===== src/rtl/dac_spi_writer.sv =====
// SPI frame writer for a 16-bit DAC: accepts one sample per valid/ready handshake, shifts
// {command, code} out MSB first, then pulses LDAC so the DAC output updates.
module dac_spi_writer #(
  parameter int unsigned CLK_DIV       = 2,
  parameter int unsigned CMD_BITS      = 8,
  parameter logic [15:0] CMD_WORD      = 16'h0030,
  parameter bit          OFFSET_BINARY = 1'b1,
  parameter int unsigned LDAC_CYCLES   = 2
) (
  input  logic        clk_in,
  input  logic        rst_in,
  input  logic [15:0] data_in,
  input  logic        valid_in,
  output logic        ready_out,
  output logic        sclk_out,
  output logic        sdi_out,
  output logic        cs_n_out,
  output logic        ldac_n_out,
  output logic [15:0] frame_count_out
);

  localparam int unsigned   FrameBits = CMD_BITS + 16;
  localparam int unsigned   CntW      = 16;
  localparam logic [CntW-1:0] DivLast = CntW'(CLK_DIV - 1);
  localparam logic [CntW-1:0] LdacLen = CntW'(LDAC_CYCLES);
  localparam logic [5:0]    BitLast   = 6'(FrameBits - 1);

  typedef enum logic [1:0] {StIdle, StShift, StCsHold, StLoad} state_e;

  state_e               state_q, state_d;
  logic [CntW-1:0]      cnt_q, cnt_d;
  logic [5:0]           bit_q, bit_d;
  logic [FrameBits-1:0] shreg_q, shreg_d;
  logic                 sclk_q, sclk_d;
  logic                 sdi_q, sdi_d;
  logic                 cs_n_q, cs_n_d;
  logic                 ldac_n_q, ldac_n_d;
  logic                 ready_q, ready_d;
  logic [15:0]          frame_count_q, frame_count_d;

  logic [15:0]          code;
  logic [FrameBits-1:0] frame;

  // Command bits above CMD_BITS fall off the top of the frame word.
  always_comb begin
    code  = OFFSET_BINARY ? (data_in ^ 16'h8000) : data_in;
    frame = (FrameBits'(CMD_WORD) << 16) | FrameBits'(code);
  end

  always_comb begin
    state_d       = state_q;
    cnt_d         = cnt_q;
    bit_d         = bit_q;
    shreg_d       = shreg_q;
    sclk_d        = sclk_q;
    sdi_d         = sdi_q;
    cs_n_d        = cs_n_q;
    ldac_n_d      = ldac_n_q;
    ready_d       = 1'b0;
    frame_count_d = frame_count_q;

    unique case (state_q)
      StIdle: begin
        ready_d = 1'b1;
        if (valid_in && ready_q) begin
          state_d = StShift;
          ready_d = 1'b0;
          cs_n_d  = 1'b0;
          sclk_d  = 1'b0;
          sdi_d   = frame[FrameBits-1];
          shreg_d = frame << 1;
          cnt_d   = '0;
          bit_d   = '0;
        end
      end

      StShift: begin
        if (cnt_q == DivLast) begin
          cnt_d = '0;
          if (!sclk_q) begin
            sclk_d = 1'b1;
          end else begin
            // Falling edge: the only place sdi is allowed to move.
            sclk_d = 1'b0;
            if (bit_q == BitLast) begin
              state_d = StCsHold;
            end else begin
              bit_d   = bit_q + 6'd1;
              sdi_d   = shreg_q[FrameBits-1];
              shreg_d = shreg_q << 1;
            end
          end
        end else begin
          cnt_d = cnt_q + 16'd1;
        end
      end

      StCsHold: begin
        if (cnt_q == DivLast) begin
          state_d       = StLoad;
          cnt_d         = '0;
          cs_n_d        = 1'b1;
          sdi_d         = 1'b0;
          frame_count_d = frame_count_q + 16'd1;
        end else begin
          cnt_d = cnt_q + 16'd1;
        end
      end

      StLoad: begin
        // First LOAD cycle leaves a gap after cs_n rises before LDAC drops.
        if (cnt_q == LdacLen) begin
          state_d  = StIdle;
          ldac_n_d = 1'b1;
          ready_d  = 1'b1;
          cnt_d    = '0;
        end else begin
          ldac_n_d = 1'b0;
          cnt_d    = cnt_q + 16'd1;
        end
      end

      default: begin
        state_d = StIdle;
      end
    endcase
  end

  always_ff @(posedge clk_in or posedge rst_in) begin
    if (rst_in) begin
      state_q       <= StIdle;
      cnt_q         <= '0;
      bit_q         <= '0;
      shreg_q       <= '0;
      sclk_q        <= 1'b0;
      sdi_q         <= 1'b0;
      cs_n_q        <= 1'b1;
      ldac_n_q      <= 1'b1;
      ready_q       <= 1'b0;
      frame_count_q <= '0;
    end else begin
      state_q       <= state_d;
      cnt_q         <= cnt_d;
      bit_q         <= bit_d;
      shreg_q       <= shreg_d;
      sclk_q        <= sclk_d;
      sdi_q         <= sdi_d;
      cs_n_q        <= cs_n_d;
      ldac_n_q      <= ldac_n_d;
      ready_q       <= ready_d;
      frame_count_q <= frame_count_d;
    end
  end

  assign ready_out       = ready_q;
  assign sclk_out        = sclk_q;
  assign sdi_out         = sdi_q;
  assign cs_n_out        = cs_n_q;
  assign ldac_n_out      = ldac_n_q;
  assign frame_count_out = frame_count_q;

endmodule


===== config.mk =====
export PLATFORM = sky130hd
export DESIGN_NAME = dac_spi_writer
export DESIGN_NICKNAME = d
export VERILOG_FILES = /design/src/rtl/dac_spi_writer.sv
export SDC_FILE = /design/constraint.sdc
export NUM_CORES = 1
export LEC_CHECK = 0
export BUFFER_PORTS_ARGS = -buffer_cell sky130_fd_sc_hd__buf_2
export CAP_MARGIN = 20
export CORE_MARGIN = 5
export CORE_UTILIZATION = 38
export DETAILED_ROUTE_END_ITERATION = 8
export GPL_ROUTABILITY_DRIVEN = 0
export HOLD_SLACK_MARGIN = 0.02
export SLEW_MARGIN = 20
export SYNTH_ARGS = -nofsm -noshare
export SYNTH_HDL_FRONTEND = slang
export SYNTH_SLANG_ARGS = --single-unit

===== constraint.sdc =====
create_clock -name clk_in -period 2.28 [get_ports clk_in]
set_clock_uncertainty 0.05 [all_clocks]
set_input_delay 0.456 -clock clk_in [delete_from_list [all_inputs] [get_ports clk_in]]
set_output_delay 0.456 -clock clk_in [all_outputs]
set_load 0.02 [all_outputs]

After elaboration in Yosys (flattened, before gate mapping) --
Index checks and enable logic that the tools add are counted. W data, S select, Z words.
Storage, ports and cells: flip-flop bits (word level) 69, word-level logic and storage cells 74
Operators by class: $add $sub $neg 3, equal/unequal tests 13, mux-type cells 35, bitwise logic cells 1, reduce and logical (&&, ||, !) cells 12
Operators with widths (number):
- $mux W24 | 4
- $mux W16 | 3
- $pmux W16 S3 | 1
- $pmux W24 S2 | 1
- $add A16 B1 Y16 const B | 2
- $mux W6 | 4
- $eq A16 B1 Y1 const B | 1
- $eq A16 B2 Y1 const B | 1
- $ne A2 B2 Y1 const B | 7
- $mux W2 | 6
- $pmux W6 S2 | 1
- $reduce_and A6 Y1 | 2
- $mux W1 | 10
- $pmux W2 S4 | 1
- $add A6 B1 Y6 const B | 1
- $eq A6 B5 Y1 const B | 1
- $pmux W1 S2 | 3
- $reduce_and A3 Y1 | 2
- $reduce_and A5 Y1 | 1
- $eq A2 B2 Y1 const B | 2
- $reduce_bool A2 Y1 | 2
- $pmux W1 S3 | 1
- $reduce_bool A3 Y1 | 1
- $eq A2 B1 Y1 const B | 1
- 5 further kinds | 5

Logic depth before layout (Yosys ltp) --
Gate-level depths: netlist of run 1.
depth after elaboration 5, mapped depth 9, depth with buffers taken out 7

Least setup slack after synthesis of run 1 --
No wires, ideal clock.
path type reg-to-reg, start register cnt_q[12], end register shreg_q[10], setup time 0.128 ns, data arrival time 2.313 ns, data required time 2.102 ns, setup slack -0.211 ns, stages on the path, launching flop included 7, buffers on the path 1, period minus slack after synthesis 2.491 ns, path through dfrtp_1 -> or4_4 -> nor4_4 -> nand2_1 -> a21oi_2 -> buf_4 -> mux2_1
On the way: cells in the longest elaborated chain, start to end 3
Ends and longest elaborated chain:
- start, declared | line 31 | logic [CntW-1:0] cnt_q, cnt_d;
- start signal, assigned | line 143 | cnt_q <= cnt_d;
- $eq A16 B1 Y1 | line 78 | if (cnt_q == DivLast) begin
- $ne A2 B2 Y1 (no line)
- $reduce_and A5 Y1 (no line)
- end signal, assigned | line 145 | shreg_q <= shreg_d;
- end, declared | line 33 | logic [FrameBits-1:0] shreg_q, shreg_d;
Every way passes these cells. A chain may end at the register's enable or synchronous reset.

Worst setup path after layout of run 1 --
start register cnt_q[9], end register state_q[1]
On the way: cells in the longest elaborated chain, start to end 3, elaborated cells on any way between the ends 6, those cells by class eq/ne (5); reduce/logical (1)
Ends and longest elaborated chain:
- $eq A16 B2 Y1 or $eq A16 B1 Y1 (tied branches) | line 112, 78, 99
- $ne A2 B2 Y1 (no line)
- $reduce_and A6 Y1 (no line) *
- end signal, assigned | line 131 | state_q <= StIdle;
- end signal, assigned | line 142 | state_q <= state_d;
- end, declared | line 30 | state_e state_q, state_d;
Mark *: on every way between the ends. The rest lies on a longest branch, timed or not.

==> results.yml, run 1 <==
worst_setup_path:
  cp-start-kind: "flop"
  timing.rr.start: "cnt_q[9]"
  crit_top_cell: "or4_4"
  cp_slowest_cell: "or4_4"
  r2r_setup_slack_ps: -70
  slowest_delay_ps: 640
  crit_required_ps: 2450
  crit_arrival_ps: 2520
  crit_fanout: 6
  worstRegToRegCells: 5
  crit_type: "flop to flop"
  cp-end-kind: "flop"
  worstPathCellList: "or4_4 > or4_4 > a21oi_2 > o211ai_2 > mux2_4"
  r2r-end: "state_q[1]"
global_route:
  grt_usage_pct: 13.5
  grt_pass1_vias: 2624
  grt_max_degree: 43
  grt_pass1_wl_um: 12600
  overflow: 0
  antenna_found_initial: 0
detailed_routing:
  wirelength_um: 7850
  top_layer_used: "met4"
  drt-wirelength-per-cell_um: 14.9
  drc: 0
  m1WireLength_um: 3570
  wl_met2_um: 3920
  viasPerCell: 5.28
  wl_met3_um: 291
  route.vias.total: 2789
  drt_iter0_drc: 79
  ant_nets: 0
  drt-pass1-iter-count: 4
pwr:
  fin_total_pwr_mw: 2.41
  ir_worst_vdd_v: 0.000407
  p_per_area_nw_per_um2: 512
  leakage_nw: 2.28
clocking:
  clock_sinks: 68
  clkTransAtPathRegs_ps: 80
  h-tree-depth: 3
  cts_hold_repair.buffers: 0
  cts-root-buf: "clkbuf_8"
  clkLatencyLatePin_ps: 340
  cts_made_buffers: 9
  clk_path_buf_depth: 2
  cts_tree: "yes"
layout:
  multi_input_area_um2: 1980
  final_cell_mix: "dfrtp_1, buf_2, buf_4"
  regArea_um2: 1700
  nets: 442
  drive_gt1_share_pct: 41.0
  mostFrequentLayoutCell: "dfrtp_1"
  syn2layout_area_growth_pct: 31.9
  final_area_um2: 4710
  fillers: 824
  antennaDiodeCount: 0
sta:
  min_period_ps: 2350
  min_period_over_period_pct: 103
  tightestPinTransition_ps: 557
  setup_viol: 10
  relSlewSlack_pct: 62.9
  fmax_mhz: 426
  finalMaxSlewViolations: 0
  fin_ws_ps: -67.7
  hold_viol_final: 0
  rsz0062_at_grt: "yes"
synth:
  synth_edf_count: 0
  synthesis.area_um2: 3570
  synth.avg_cell_area_um2: 10.8
  synth-seq-cells: 68
  synthArstFlopShare_pct: 100
  ys.flop_type: "dfrtp_1"
  syn_nets: 362
  synthDistinctLibCells: 46
  syn_inst: 332
  seq_area_frac_synth_pct: 47.7
  yosys_warnings: 0
place:
  dp_slack_ps: -112
  placed_area_um2: 4180
  port_buffers: 39
  dp_hpwl_um: 5130
die:
  rows: 35
  io_pins: 40
  dieWidth_um: 107
  start_util_pct: 38.8
  die_area_um2: 11400
  die_h_um: 107
  core_um2: 9200
min_path:
  hold_path_class: "input pin to async pin"
status:
  violations: "negative setup slack"
  outcome: "finished with violations"
run:
  cap_violations: 0
[cell type report]
cell class,count,area share (%)
multi-input combinational,234,42.0
sequential,68,36.2
timing repair buffer,83,12.8
tap,111,2.95
clock buffer,9,2.63
clock inverter,7,2.10
inverter,16,1.28
[synthesized netlist by cell type, types with 2 or more instances]
cell type | n | area [um^2]
nor3_4 | 2 | 32.5
a41oi_1 | 3 | 26.3
nor2b_1 | 2 | 12.5
a22o_1 | 2 | 17.5
a21boi_0 | 2 | 15.0
and3_1 | 8 | 50.1
buf_2 | 2 | 10.0
nand2_1 | 34 | 128
nand4_1 | 6 | 37.5
or3b_2 | 2 | 17.5
mux2_1 | 14 | 158
a21oi_1 | 14 | 70.1
a31oi_1 | 17 | 106
mux2i_1 | 9 | 90.1
nand3_1 | 15 | 75.1
o21ai_0 | 13 | 65.1
clkbuf_1 | 9 | 33.8
and4_1 | 3 | 26.3
mux2_2 | 19 | 214
xnor2_1 | 12 | 105
nand2b_1 | 7 | 43.8
dfstp_2 | 2 | 52.6
ha_1 | 11 | 138
dfrtp_1 | 66 | 1650
nor3_1 | 2 | 10.0
buf_6 | 2 | 22.5
or4_4 | 4 | 45.0
nor2_1 | 8 | 30.0
inv_1 | 16 | 60.1
a21oi_2 | 2 | 17.5
nor4_1 | 2 | 12.5
xor2_1 | 4 | 35.0
and2_1 | 5 | 31.3
[where the power goes]
part	internal [mW]	switching, mW
combinational	0.0337	0.0344
clock	0.624	0.495
sequential	1.22	0.00668
total	1.88	0.537
[worst max-delay path: cells and delay by family (launching register included)]
kind / cells / cell delay, ps
muxes: 1 / 310
AOI/OAI and AO/OA: 2 / 270
DFF: 1 / 380
and+or+nand+nor: 2 / 1230
[flip-flops by register name, indices dropped and copies added (netlist names)]
signal	cells
ready_out	1
sdi_out	1
sclk_out	1
cs_n_out	1
cnt_q	16
frame_count_out	16
ldac_n_out	1
bit_q	6
shreg_q	23
state_q	2
[worst max-delay path by stage]
stage | startpoint | endpoint | slack [ps]
floorplan | cnt_q[1] | shreg_q[1] | -120
global placement | cnt_q[1] | frame_count_out[1] | -50
detailed placement | cnt_q[1] | bit_q[5] | -110
CTS | cnt_q[3] | state_q[1] | -70
global route | cnt_q[9] | frame_count_out[11] | -150
finish | cnt_q[9] | state_q[1] | -70
[stage by stage]
| step | utilization (%) | hold WS [ps] | setup TNS [ps] | std cells |
|---|---|---|---|---|
| floorplan | - | 401 | -1690 | 332 |
| global placement | 45.5 | 410 | -237 | 506 |
| detailed placement | 45.5 | 414 | -1430 | 506 |
| CTS | 48.2 | 112 | -677 | 522 |
| global route | 51.2 | 146 | -3120 | 528 |
| finish | 51.2 | 113 | -250 | 528 |
[cells by family after synthesis]
family	Yosys count	share of synthesized area, %
AND/OR/NAND/NOR	103	16.5
flip-flops	68	47.7
AO/OA/AOI/OAI	61	10.9
multiplexers	43	13.3
buffers and inverters	30	3.75
XOR/XNOR	16	3.92
adder cells (fa/ha/maj)	11	3.85
[metal layers]
metal | GRT usage (%) | vias up
met3 | 3.13 | 6
met2 | 21.4 | 67
met1 | 18.5 | 1362
met4 | 3.84 | 0
li1 | - | 1354
met5 | 0 | -
[what timing repair did]
item | CTS | global route
setup buffers | 0 | 3
pin swaps | 6 | 21
hold endpoints to repair | 0 | 0
resized for setup | 8 | 43
endpoints found under the setup margin | 35 | 58
gates cloned | 0 | 3
(Power assumes the default switching activity.)
==> run 2: changes to the inputs <==
--- a/config.mk
+++ b/config.mk
@@ -5,13 +5,18 @@
 export SDC_FILE = /design/constraint.sdc
 export NUM_CORES = 1
 export LEC_CHECK = 0
+export ABC_AREA = 1
 export BUFFER_PORTS_ARGS = -buffer_cell sky130_fd_sc_hd__buf_2
 export CAP_MARGIN = 20
+export CELL_PAD_IN_SITES_DETAIL_PLACEMENT = 2
+export CELL_PAD_IN_SITES_GLOBAL_PLACEMENT = 2
 export CORE_MARGIN = 5
-export CORE_UTILIZATION = 38
+export CORE_UTILIZATION = 31
 export DETAILED_ROUTE_END_ITERATION = 8
 export GPL_ROUTABILITY_DRIVEN = 0
 export HOLD_SLACK_MARGIN = 0.02
+export PLACE_DENSITY_LB_ADDON = 0.1
+export SKIP_CTS_REPAIR_TIMING = 1
 export SLEW_MARGIN = 20
 export SYNTH_ARGS = -nofsm -noshare
 export SYNTH_HDL_FRONTEND = slang
==> results.yml, run 2 <==
sta:
  fmax_mhz: 500
  tightestPinTransition_ps: 535
  hold_viol_final: 0
  finalMaxSlewViolations: 0
  min_period_over_period_pct: 87.8
  relSlewSlack_pct: 64.0
  setup_viol: 0
  min_period_ps: 2000
  fin_ws_ps: 278
  whs_ps: 134
  rsz0062_at_grt: "no"
  tns_ps: 0
layout:
  largest_reg_flops: 23
  nets: 617
  mostFrequentLayoutCell: "nand2_1"
  antennaDiodeCount: 0
  syn2layout_area_growth_pct: 18.3
  drive_gt1_share_pct: 14.0
  final_util_pct: 37.2
  stdcell_count: 763
  fillers: 1498
  regMostFlops: "shreg_q"
  final_area_um2: 4680
  final_cell_mix: "nand2_1, dfrtp_1, inv_1, nand4_1, buf_2"
pwr:
  fin_total_pwr_mw: 5.57
  sw_frac_of_total_pct: 42.5
  p_per_area_nw_per_um2: 1190
  p_int_mw: 3.20
  leakage_nw: 2.48
  ir_worst_vdd_v: 0.000626
  p_clk_share_pct: 26.0
  p_sw_mw: 2.37
  p_seq_share_pct: 31.2
  power.share.combinational_pct: 42.8
synth:
  synth.avg_cell_area_um2: 7.27
  synth_top_family_by_area: "simple AND/OR/NAND/NOR gates"
  synth.most_common_cell: "nand2_1"
  synthDistinctLibCells: 32
  syn_nets: 574
  syn_inst: 544
  synth_simple_gate_area_share_pct: 39.4
  synth_edf_count: 0
  synth_commonest_cells: "nand2_1, dfrtp_1, inv_1, nand4_1, nor2_1"
  ys.flop_type: "dfrtp_1"
  synth_top_area_share_pct: 41.8
  seq_area_frac_synth_pct: 43.1
  yosysTopAreaCell: "dfrtp_1"
  synthMuxAreaShare_pct: 0
  synthArstFlopShare_pct: 100
  synth.area.top_cells: "dfrtp_1, nand2_1, nand4_1"
  synth-seq-cells: 68
  synth_compound_area_share_pct: 3.20
  yosys_warnings: 0
  synth_xor_area_share_pct: 3.54
  synthAdderAreaFrac_pct: 3.48
  synthesis.area_um2: 3950
place:
  dp_slack_ps: 233
  place_inst: 748
  port_buffers: 39
  placed_area_um2: 4370
  dp_hpwl_um: 8030
worst_setup_path:
  crit_fanout: 10
  worstRegToRegCells: 7
  r2r_setup_slack_ps: 280
  timing.rr.start: "state_q[1]"
  cp-end-kind: "flop"
  crit_type: "flop to flop"
  cp-start-kind: "flop"
  crit_arrival_ps: 2180
  r2r-end: "state_q[1]"
  crit_required_ps: 2460
die:
  die_area_um2: 15100
  die_h_um: 123
  io_pins: 40
  rows: 41
  core_um2: 12600
  dieWidth_um: 123
  start_util_pct: 31.5
run:
  cap_violations: 0
detailed_routing:
  drt_iter0_drc: 146
  route.vias.total: 3710
  viasPerCell: 4.86
  wirelength_um: 11500
  drt-pass1-iter-count: 4
  ant_nets: 0
  drc: 0
  drt-wirelength-per-cell_um: 15.0
clocking:
  clock_sinks: 68
  cts-root-buf: "clkbuf_16"
  cts_made_buffers: 9
  clkLatencyLatePin_ps: 340
  cts_tree: "yes"
  clk_path_buf_depth: 2
  clkTransAtPathRegs_ps: 60
  h-tree-depth: 3
status:
  outcome: "complete, no violations"
global_route:
  grt_pass1_vias: 4118
  overflow: 0
  grt_pass1_wl_um: 19700
  grt_usage_pct: 16.5
  antenna_found_initial: 0
  grt_max_degree: 69
min_path:
  hold_path_class: "input pin to async pin"
==> run 2: final cells by class <==
cell class,instances,area [um^2],share of cell area (%)
multi-input combinational,411,1960,42.0
inverter,45,169,3.61
sequential,68,1700,36.4
clock inverter,1,30.0,0.642
timing repair buffer,52,322,6.88
tap,172,215,4.60
clock buffer,14,274,5.86
==> run 2: critical path: stages (launching register included) <==
cell,delay [ps]
dfrtp_1,440
inv_1,110
ha_1,270
buf_4,210
o21ai_0,460
nand3_1,180
nand2_1,100
nand2_1,60
==> run 2: cell families after synthesis <==
group | count (synthesis)
XOR/XNOR | 16
flip-flops | 68
AO/OA/AOI/OAI | 23
adder cells (fa/ha/maj) | 11
buffers and inverters | 65
AND/OR/NAND/NOR | 361
==> run 2: worst max path at each step <==
| stage | from | slack, ps | endpoint | cells after the start |
|---|---|---|---|---|
| CTS | state_q[0] | 190 | bit_q[3] | 10 |
| finish | state_q[1] | 280 | state_q[1] | 7 |
| floorplan | rst_in | 70 | bit_q[0] | 1 |
| detailed placement | state_q[0] | 230 | bit_q[3] | 10 |
| global route | state_q[1] | 40 | state_q[0] | 7 |
| global placement | state_q[0] | 390 | bit_q[5] | 10 |
==> run 2: layer usage <==
metal / part of all wire (%) / global-route usage (%) / up-vias
met2: 50 / 28.9 / 38
met1: 47 / 20.1 / 1837
met3: 2.5 / 3.98 / 9
met4: 1.1 / 4.62 / 0
met5: 0 / 0 / -
li1: - / - / 1826
==> run 2: power by group through the flow <==
stage          registers (mW)  logic, mW  clock network [mW]
2_1_floorplan            1.76       1.66                   0
3_3_place_gp             1.74       2.35                   0
3_5_place_dp             1.75       2.42                   0
4_1_cts                  1.74       2.44                1.51
5_1_grt                  1.78       2.71                1.55
6_report                 1.74       2.38                1.45
==> run 3: changes to the inputs <==
--- a/config.mk
+++ b/config.mk
@@ -16,6 +16,7 @@
 export GPL_ROUTABILITY_DRIVEN = 0
 export HOLD_SLACK_MARGIN = 0.02
 export PLACE_DENSITY_LB_ADDON = 0.1
+export REMOVE_ABC_BUFFERS = 1
 export SKIP_CTS_REPAIR_TIMING = 1
 export SLEW_MARGIN = 20
 export SYNTH_ARGS = -nofsm -noshare
==> results.yml, run 3 (synthesis gave the netlist of run 2 again) <==
status:
  outcome: "complete, no violations"
sta:
  whs_ps: 135
  fmax_mhz: 496
  min_period_ps: 2020
  hold_viol_final: 0
  min_period_over_period_pct: 88.4
  relSlewSlack_pct: 62.8
  setup_viol: 0
  tightestPinTransition_ps: 552
  rsz0062_at_grt: "no"
  finalMaxSlewViolations: 0
place:
  placed_area_um2: 4360
  dp_hpwl_um: 8490
  port_buffers: 39
clocking:
  cts_tree: "yes"
  clkTransAtPathRegs_ps: 60
  h-tree-depth: 3
  clock_sinks: 68
  cts_made_buffers: 9
  clk_path_buf_depth: 2
  cts-root-buf: "clkbuf_16"
  clkLatencyLatePin_ps: 340
detailed_routing:
  wirelength_um: 12200
  drc: 0
  drt-wirelength-per-cell_um: 15.9
  drt-pass1-iter-count: 4
  route.vias.total: 3750
  drt_iter0_drc: 157
  viasPerCell: 4.90
  ant_nets: 0
global_route:
  grt_max_degree: 69
  grt_usage_pct: 17.7
  antenna_found_initial: 0
  grt_pass1_wl_um: 20900
  grt_pass1_vias: 4171
  overflow: 0
layout:
  regMostFlops: "shreg_q"
  largest_reg_flops: 23
  final_cell_mix: "nand2_1, dfrtp_1, inv_1, nand4_1, buf_2"
  syn2layout_area_growth_pct: 18.0
  nets: 618
  antennaDiodeCount: 0
  drive_gt1_share_pct: 14.7
  final_area_um2: 4670
  mostFrequentLayoutCell: "nand2_1"
worst_setup_path:
  crit_type: "flop to flop"
  cp-start-kind: "flop"
  crit_fanout: 14
  crit_required_ps: 2510
  r2r_setup_slack_ps: 260
  cp-end-kind: "flop"
  crit_arrival_ps: 2240
die:
  io_pins: 40
  die_h_um: 123
  rows: 41
  start_util_pct: 31.5
  core_um2: 12600
  dieWidth_um: 123
  die_area_um2: 15100
pwr:
  p_per_area_nw_per_um2: 1190
  ir_worst_vdd_v: 0.000550
  leakage_nw: 2.47
run:
  cap_violations: 0
min_path:
  hold_path_class: "input pin to async pin"
## run 3: cell types whose count changed in the layout (fill, tap and decap cells not counted), sizes merged
cell      change
buf           +1
clkbuf        -5
clkinv        +3
clkinvlp      +2
inv           +1
## run 3: metal layers
layer	part of all wire [%]	vias to the layer above	GRT usage (%)	routed length, um
met5	0	-	0	0
met4	1.9	0	7.00	230
met3	2.2	13	2.56	263
met2	51	39	31.2	6240
met1	45	1872	21.9	5430
li1	-	1826	-	-
## run 3: area by class of cell
type	instances	area (um^2)
fillers	1488	7900
multi-input cells	411	1960
flip-flops and latches	68	1700
repair buffers	53	313
clock buffers	9	225
well taps	172	215
inverters	45	169
clock inverters	7	76.3
## run 3: stage by stage
stage / TNS (ps) / power [mW] / util [%] / setup slack [ps] / std cells
after floorplan: -21780 / 3.19 / - / -741 / 524
after global placement: 0 / 4.07 / 34.7 / 343 / 749
after detailed placement: 0 / 4.16 / 34.7 / 218 / 749
after CTS: 0 / 5.67 / 37.1 / 213 / 765
after global routing: 0 / 6.01 / 37.1 / 37.2 / 765
final: 0 / 5.54 / 37.1 / 264 / 765
## run 3: power breakdown
| part | total (mW) | leakage (nW) | internal [mW] | switching (mW) |
|---|---|---|---|---|
| sequential | 1.72 | 0.905 | 1.51 | 0.206 |
| combinational | 2.36 | 1.42 | 0.721 | 1.64 |
| clock | 1.45 | 0.142 | 0.853 | 0.602 |
| total | 5.54 | 2.47 | 3.09 | 2.45 |
## run 3: final timing paths
| kind | from | endpoint | cells past startpoint |
|---|---|---|---|
| setup / recovery | state_q[0] | bit_q[5] | 10 |
| max in group asynchronous | rst_in | ldac_n_out | 3 |
| hold reg to reg | shreg_q[7] | shreg_q[7] | 2 |
| min in group clk_in | data_in[0] | shreg_q[1] | 5 |
| hold / removal | rst_in | frame_count_out[14] | 3 |
| setup reg to reg | state_q[0] | bit_q[5] | 10 |
## run 3: worst max-delay path, cell delays in order, from the launching register on
cell,delay [ps]
dfrtp_1,420
inv_1,110
ha_1,270
nand2_1,220
inv_1,100
a21oi_2,180
buf_4,230
nand2_1,100
nor2_1,130
nand2_1,70
nand2_1,60
